<file path="src/rtl/sha256_block_engine.sv">
// SHA-256 compression engine: streams one 512-bit block in,
// runs 64 rounds R per clock, chains digests across blocks.
module sha256_block_engine #(
  parameter int ROUNDS_PER_CYCLE = 1,
  parameter int BLK_CNT_W        = 16
) (
  input  logic                 clk,
  input  logic                 rst_n,
  input  logic                 start,
  input  logic                 init_mode,
  input  logic                 abort,
  input  logic                 msg_valid,
  output logic                 msg_ready,
  input  logic [31:0]          msg_data,
  output logic                 dig_valid,
  input  logic                 dig_ready,
  output logic [255:0]         digest,
  output logic                 busy,
  output logic [BLK_CNT_W-1:0] blk_cnt
);

  if (ROUNDS_PER_CYCLE != 1 &&
      ROUNDS_PER_CYCLE != 2 &&
      ROUNDS_PER_CYCLE != 4) begin : g_bad_r
    $error("ROUNDS_PER_CYCLE must be 1, 2 or 4");
  end

  localparam logic [2:0] S_IDLE  = 3'd0;
  localparam logic [2:0] S_LOAD  = 3'd1;
  localparam logic [2:0] S_ROUND = 3'd2;
  localparam logic [2:0] S_FINAL = 3'd3;
  localparam logic [2:0] S_OUT   = 3'd4;

  localparam logic [5:0] RND_STEP = 6'(ROUNDS_PER_CYCLE);
  localparam logic [5:0] RND_LAST = 6'(64 - ROUNDS_PER_CYCLE);

  localparam logic [31:0] IV [8] = '{
    32'h6a09e667, 32'hbb67ae85, 32'h3c6ef372, 32'ha54ff53a,
    32'h510e527f, 32'h9b05688c, 32'h1f83d9ab, 32'h5be0cd19
  };

  localparam logic [31:0] K [64] = '{
    32'h428a2f98, 32'h71374491, 32'hb5c0fbcf, 32'he9b5dba5,
    32'h3956c25b, 32'h59f111f1, 32'h923f82a4, 32'hab1c5ed5,
    32'hd807aa98, 32'h12835b01, 32'h243185be, 32'h550c7dc3,
    32'h72be5d74, 32'h80deb1fe, 32'h9bdc06a7, 32'hc19bf174,
    32'he49b69c1, 32'hefbe4786, 32'h0fc19dc6, 32'h240ca1cc,
    32'h2de92c6f, 32'h4a7484aa, 32'h5cb0a9dc, 32'h76f988da,
    32'h983e5152, 32'ha831c66d, 32'hb00327c8, 32'hbf597fc7,
    32'hc6e00bf3, 32'hd5a79147, 32'h06ca6351, 32'h14292967,
    32'h27b70a85, 32'h2e1b2138, 32'h4d2c6dfc, 32'h53380d13,
    32'h650a7354, 32'h766a0abb, 32'h81c2c92e, 32'h92722c85,
    32'ha2bfe8a1, 32'ha81a664b, 32'hc24b8b70, 32'hc76c51a3,
    32'hd192e819, 32'hd6990624, 32'hf40e3585, 32'h106aa070,
    32'h19a4c116, 32'h1e376c08, 32'h2748774c, 32'h34b0bcb5,
    32'h391c0cb3, 32'h4ed8aa4a, 32'h5b9cca4f, 32'h682e6ff3,
    32'h748f82ee, 32'h78a5636f, 32'h84c87814, 32'h8cc70208,
    32'h90befffa, 32'ha4506ceb, 32'hbef9a3f7, 32'hc67178f2
  };

  function automatic logic [31:0] ror(
    input logic [31:0] x,
    input int          n
  );
    return (x >> n) | (x << (32 - n));
  endfunction

  function automatic logic [31:0] bsig0(input logic [31:0] x);
    return ror(x, 2) ^ ror(x, 13) ^ ror(x, 22);
  endfunction

  function automatic logic [31:0] bsig1(input logic [31:0] x);
    return ror(x, 6) ^ ror(x, 11) ^ ror(x, 25);
  endfunction

  function automatic logic [31:0] ssig0(input logic [31:0] x);
    return ror(x, 7) ^ ror(x, 18) ^ (x >> 3);
  endfunction

  function automatic logic [31:0] ssig1(input logic [31:0] x);
    return ror(x, 17) ^ ror(x, 19) ^ (x >> 10);
  endfunction

  logic [2:0]  state;
  logic [3:0]  widx;
  logic [5:0]  rnd;
  logic [31:0] chain [8];
  logic [31:0] wk    [8];
  logic [31:0] w     [16];
  logic [31:0] st_n  [8];
  logic [31:0] ws_n  [16];
  logic [31:0] hsum  [8];
  logic [31:0] t1;
  logic [31:0] t2;
  logic [31:0] wn;

  assign msg_ready = (state == S_LOAD);
  assign dig_valid = (state == S_OUT);
  assign busy      = (state != S_IDLE);

  // Unrolled rounds; window slot 0 always holds W[t]
  always_comb begin
    for (int i = 0; i < 8; i++) st_n[i] = wk[i];
    for (int i = 0; i < 16; i++) ws_n[i] = w[i];
    t1 = '0;
    t2 = '0;
    wn = '0;
    for (int j = 0; j < ROUNDS_PER_CYCLE; j++) begin
      t1 = st_n[7] + bsig1(st_n[4])
         + ((st_n[4] & st_n[5]) ^ (~st_n[4] & st_n[6]))
         + K[rnd + 6'(j)] + ws_n[0];
      t2 = bsig0(st_n[0])
         + ((st_n[0] & st_n[1]) ^ (st_n[0] & st_n[2])
           ^ (st_n[1] & st_n[2]));
      for (int i = 7; i > 0; i--) st_n[i] = st_n[i-1];
      st_n[4] = st_n[4] + t1;
      st_n[0] = t1 + t2;
      wn = ssig1(ws_n[14]) + ws_n[9]
         + ssig0(ws_n[1]) + ws_n[0];
      for (int i = 0; i < 15; i++) ws_n[i] = ws_n[i+1];
      ws_n[15] = wn;
    end
  end

  // Feed-forward sum of chain and working state
  always_comb begin
    for (int i = 0; i < 8; i++) hsum[i] = chain[i] + wk[i];
  end

  // Control FSM with message window and chaining state
  always_ff @(posedge clk or negedge rst_n) begin
    if (!rst_n) begin
      state   <= S_IDLE;
      widx    <= '0;
      rnd     <= '0;
      digest  <= '0;
      blk_cnt <= '0;
      for (int i = 0; i < 8; i++) begin
        chain[i] <= IV[i];
        wk[i]    <= '0;
      end
      for (int i = 0; i < 16; i++) w[i] <= '0;
    end else if (abort) begin
      state <= S_IDLE;
    end else begin
      unique case (state)
        S_IDLE: begin
          if (start) begin
            state <= S_LOAD;
            widx  <= '0;
            if (init_mode) begin
              for (int i = 0; i < 8; i++) chain[i] <= IV[i];
            end
          end
        end
        S_LOAD: begin
          if (msg_valid && msg_ready) begin
            for (int i = 0; i < 15; i++) w[i] <= w[i+1];
            w[15] <= msg_data;
            widx  <= widx + 4'd1;
            if (widx == 4'd15) begin
              state <= S_ROUND;
              rnd   <= '0;
              for (int i = 0; i < 8; i++) wk[i] <= chain[i];
            end
          end
        end
        S_ROUND: begin
          wk  <= st_n;
          w   <= ws_n;
          rnd <= rnd + RND_STEP;
          if (rnd == RND_LAST) state <= S_FINAL;
        end
        S_FINAL: begin
          for (int i = 0; i < 8; i++) chain[i] <= hsum[i];
          digest <= {hsum[0], hsum[1], hsum[2], hsum[3],
                     hsum[4], hsum[5], hsum[6], hsum[7]};
          blk_cnt <= blk_cnt + 1'b1;
          state   <= S_OUT;
        end
        S_OUT: begin
          if (dig_ready) state <= S_IDLE;
        end
        default: state <= S_IDLE;
      endcase
    end
  end

endmodule

</file>
<file path="config.mk">
export PLATFORM = sky130hd
export DESIGN_NAME = sha256_block_engine
export DESIGN_NICKNAME = d
export VERILOG_FILES = /design/src/rtl/sha256_block_engine.sv
export SDC_FILE = /design/constraint.sdc
export NUM_CORES = 2
export LEC_CHECK = 0
export CAP_MARGIN = 20
export CORE_MARGIN = 3
export CORE_UTILIZATION = 30
export CTS_BUF_LIST = sky130_fd_sc_hd__clkbuf_4 sky130_fd_sc_hd__clkbuf_8
export CTS_CLUSTER_DIAMETER = 100
export DETAILED_ROUTE_END_ITERATION = 8
export MAX_ROUTING_LAYER = met4
export SYNTH_ARGS = -nofsm -noshare
export SYNTH_HDL_FRONTEND = slang
export SYNTH_SLANG_ARGS = --single-unit
</file>
<file path="constraint.sdc">
create_clock -name clk -period 8.3 [get_ports clk]
set_input_delay 1.66 -clock clk [delete_from_list [all_inputs] [get_ports clk]]
set_output_delay 1.66 -clock clk [all_outputs]
set_load 0.01 [all_outputs]
</file>
==> flow_metrics.py <==
metrics = {
    "floorplan": {
        "die_w_um": 520,
        "core.rowCount": 187,
        "die_h_um": 520,
        "initial_core_util": 0.303,
        "num_io_pins": 314,
        "coreArea_mm2": 0.261,
        "die-area_mm2": 0.270,
    },
    "power_and_ir_drop": {
        "power.switching_uw": 16400,
        "p_int_uw": 21300,
        "p_clk_frac": 0.188,
        "peakVddDrop_uv": 500,
        "sw_frac_of_total": 0.435,
        "power.density_mw_per_mm2": 403,
        "power_leakage_uw": 0.0460,
        "p_comb_frac": 0.598,
        "total_power_uw": 37600,
        "sequentialPowerShare": 0.215,
    },
    "worst_setup_path": {
        "rr_worst_depth": 39,
        "worstPathArrival_ns": 8.62,
        "path_max_fanout": 16,
        "cp-start-kind": "flip-flop",
        "cpMaxStageDelayCell": "fa_1",
        "end_kind": "flip-flop",
        "slowest_delay_ns": 0.54,
        "crit_type": "flip-flop to flip-flop",
        "cp.required_ns": 9.17,
    },
    "layout": {
        "fin_area_mm2": 0.0933,
        "fill_cells": 27100,
        "drive_gt1_frac": 0.108,
        "fin_util": 0.357,
        "nets": 10300,
        "area.growth.synth_to_final_pct": 17.9,
    },
    "synthesis": {
        "synth-seq-cells": 1309,
        "yosys.area.top_type_share": 0.371,
        "syn-mean-instance-area_um2": 8.56,
        "synth_area_leaders": "dfrtp_1, nand2_1, ha_1, fa_1, dfstp_2",
        "synth_common_cells": "nand2_1, dfrtp_1, nor2_1",
        "yosysSeqAreaShare": 0.416,
        "ys_warn_count": 0,
        "synth_edf_count": 0,
        "syn_area_mm2": 0.0791,
        "synth_most_common_cell": "nand2_1",
        "ys.flop_type": "dfrtp_1",
        "postSynthCellCount": 9249,
        "async_reset_ff_frac": 1.00,
        "yosys.cell_types.count": 113,
        "syn_nets": 9884,
        "yosys.area.top_type": "dfrtp_1",
    },
    "sta": {
        "setup_viol": 0,
        "fin_crit_ns": 7.74,
        "setup_ws_ns": 0.559,
        "drv_slew": 0,
        "clock.fmax_ghz": 0.129,
        "fin_skew_ns": 0.120,
        "slew_headroom": 0.186,
        "final.setup.tns_ns": 0,
        "finalHoldViolations": 0,
        "rsz0062_at_grt": "false",
        "post-route-period-util": 0.933,
        "tightest_slew_ns": 1.22,
    },
    "detailed_routing": {
        "vias_per_cell": 5.11,
        "first_pass_iters": 8,
        "vias": 68200,
        "postRouteAntennaNets": 0,
        "drcViolationCount": 0,
        "wl_mm": 301,
        "wl_per_cell_um": 22.6,
        "drtIter0Drc": 6314,
    },
    "min_path": {
        "holdCritPathClass": "flip-flop to flip-flop",
        "holdPathStages": 2,
    },
    "global_route": {
        "grt_pass1_wl_mm": 446,
        "overflow": 0,
        "grt.total_usage": 0.224,
        "grt_max_degree": 212,
        "grt_pass1_vias": 66700,
        "antenna_found_initial": 13,
    },
    "placed_design": {
        "pre_cts_ws_ns": 0.361,
        "dp_hpwl_mm": 224,
        "place_area_mm2": 0.0878,
        "port_buffers": 313,
        "routabilityCongestion": 0.953,
    },
    "clock_tree": {
        "clk_pin_slew_ns": 0.06,
        "worstSkewPairLatency_ns": 1.06,
        "h-tree-depth": 4,
        "cts_buffer_depth": 4,
        "ctsHoldBuffers": 0,
        "cts.sinks": 1309,
        "cts-root-buf": "clkbuf_8",
        "tritoncts": "done",
        "cts-buffers-inserted": 243,
    },
    "run_status": {
        "outcome": "finished, final reports clean",
    },
    "run": {
        "maxCapViolCount": 0,
    },
}
[logic make-up (layout without fill, tap and decap cells)]
| group | count (synthesis) | count (layout) | share of synthesized area |
|---|---|---|---|
| mux | 65 | 65 | 0.00960 |
| buf+inv | 1021 | 1616 | 0.0492 |
| other cells | 0 | 6 | 0 |
| simple gates | 3626 | 3626 | 0.186 |
| flops | 1309 | 1309 | 0.416 |
| fa+ha+maj | 599 | 599 | 0.113 |
| compound gates | 2057 | 2057 | 0.162 |
| xor+xnor | 572 | 572 | 0.0636 |
[critical path, delay by kind of cell, from the launching register on]
kind / cells / cell delay, ns
AO/OA/AOI/OAI: 14 / 2.65
adder cells (fa/ha/maj): 7 / 2.09
XOR/XNOR: 1 / 0.17
flip-flops: 1 / 0.36
buffers and inverters: 8 / 0.96
AND/OR/NAND/NOR: 9 / 1.35
[placed cells by master (no fill, tap or decap), drive strengths merged, types with 244 or more instances in the layout]
| cell | n |
|---|---|
| buf | 375 |
| ha | 401 |
| a21oi | 551 |
| clkdlybuf4s50 | 312 |
| xnor2 | 327 |
| dfrtp | 1173 |
| xor2 | 244 |
| clkbuf | 378 |
| nand2 | 2505 |
| nor2 | 639 |
| o21ai | 555 |
| inv | 496 |
[timing repair]
item | in CTS | in global routing
setup buffers | 0 | 0
hold endpoints to repair | 0 | 0
endpoints found under the setup margin | 0 | 9
gates resized for setup | 0 | 9
[per-stage QoR]
step | instances | hold WS (ns)
floorplan | 9249 | 0.439
global placement | 12900 | 0.444
detailed placement | 12900 | 0.448
CTS | 13300 | 0.363
global route | 13300 | 0.411
finish | 13300 | 0.392
[cell type report]
type	count	area [um^2]	share of cell area
clock inverters	56	767	0.00822
diodes	6	15.0	0.000161
well taps	3496	4370	0.0469
flip-flops and latches	1309	32900	0.353
clock buffers	378	4710	0.0505
multi-input cells	6919	42400	0.454
inverters	495	1870	0.0200
repair buffers	687	6230	0.0668
[path summary, 6_finish.rpt]
check | slack, ns | start | endpoint
max in group asynchronous | 5.63 | rst_n | digest[97]
hold reg to reg | 0.39 | w[324] | w[356]
min in group asynchronous | 0.58 | rst_n | w[301]
setup / recovery | 0.56 | rnd[1] | st_n[223]
setup reg to reg | 0.56 | rnd[1] | st_n[223]
hold / removal | 0.39 | w[324] | w[356]
[state kept, by name, indices dropped and copies added (netlist names)]
register / cells
rnd: 6
widx: 4
w: 512
wk: 64
digest: 256
st_n: 192
state: 3
blk_cnt: 16
chain: 256
[power groups by stage]
stage | combinational, uW | sequential, uW | clock [uW]
finish | 22500 | 8070 | 7060
global placement | 22300 | 8130 | 0
detailed placement | 22300 | 8150 | 0
floorplan | 13100 | 7680 | 0
global route | 24700 | 8140 | 7530
CTS | 22400 | 8050 | 7230
[per-layer routing]
metal,share of wire,global-route usage
met1,0.46,0.307
met2,0.44,0.334
met3,0.061,0.0328
met4,0.041,0.0813
met5,0,-
Note: power is estimated with default switching activity, not from simulation.
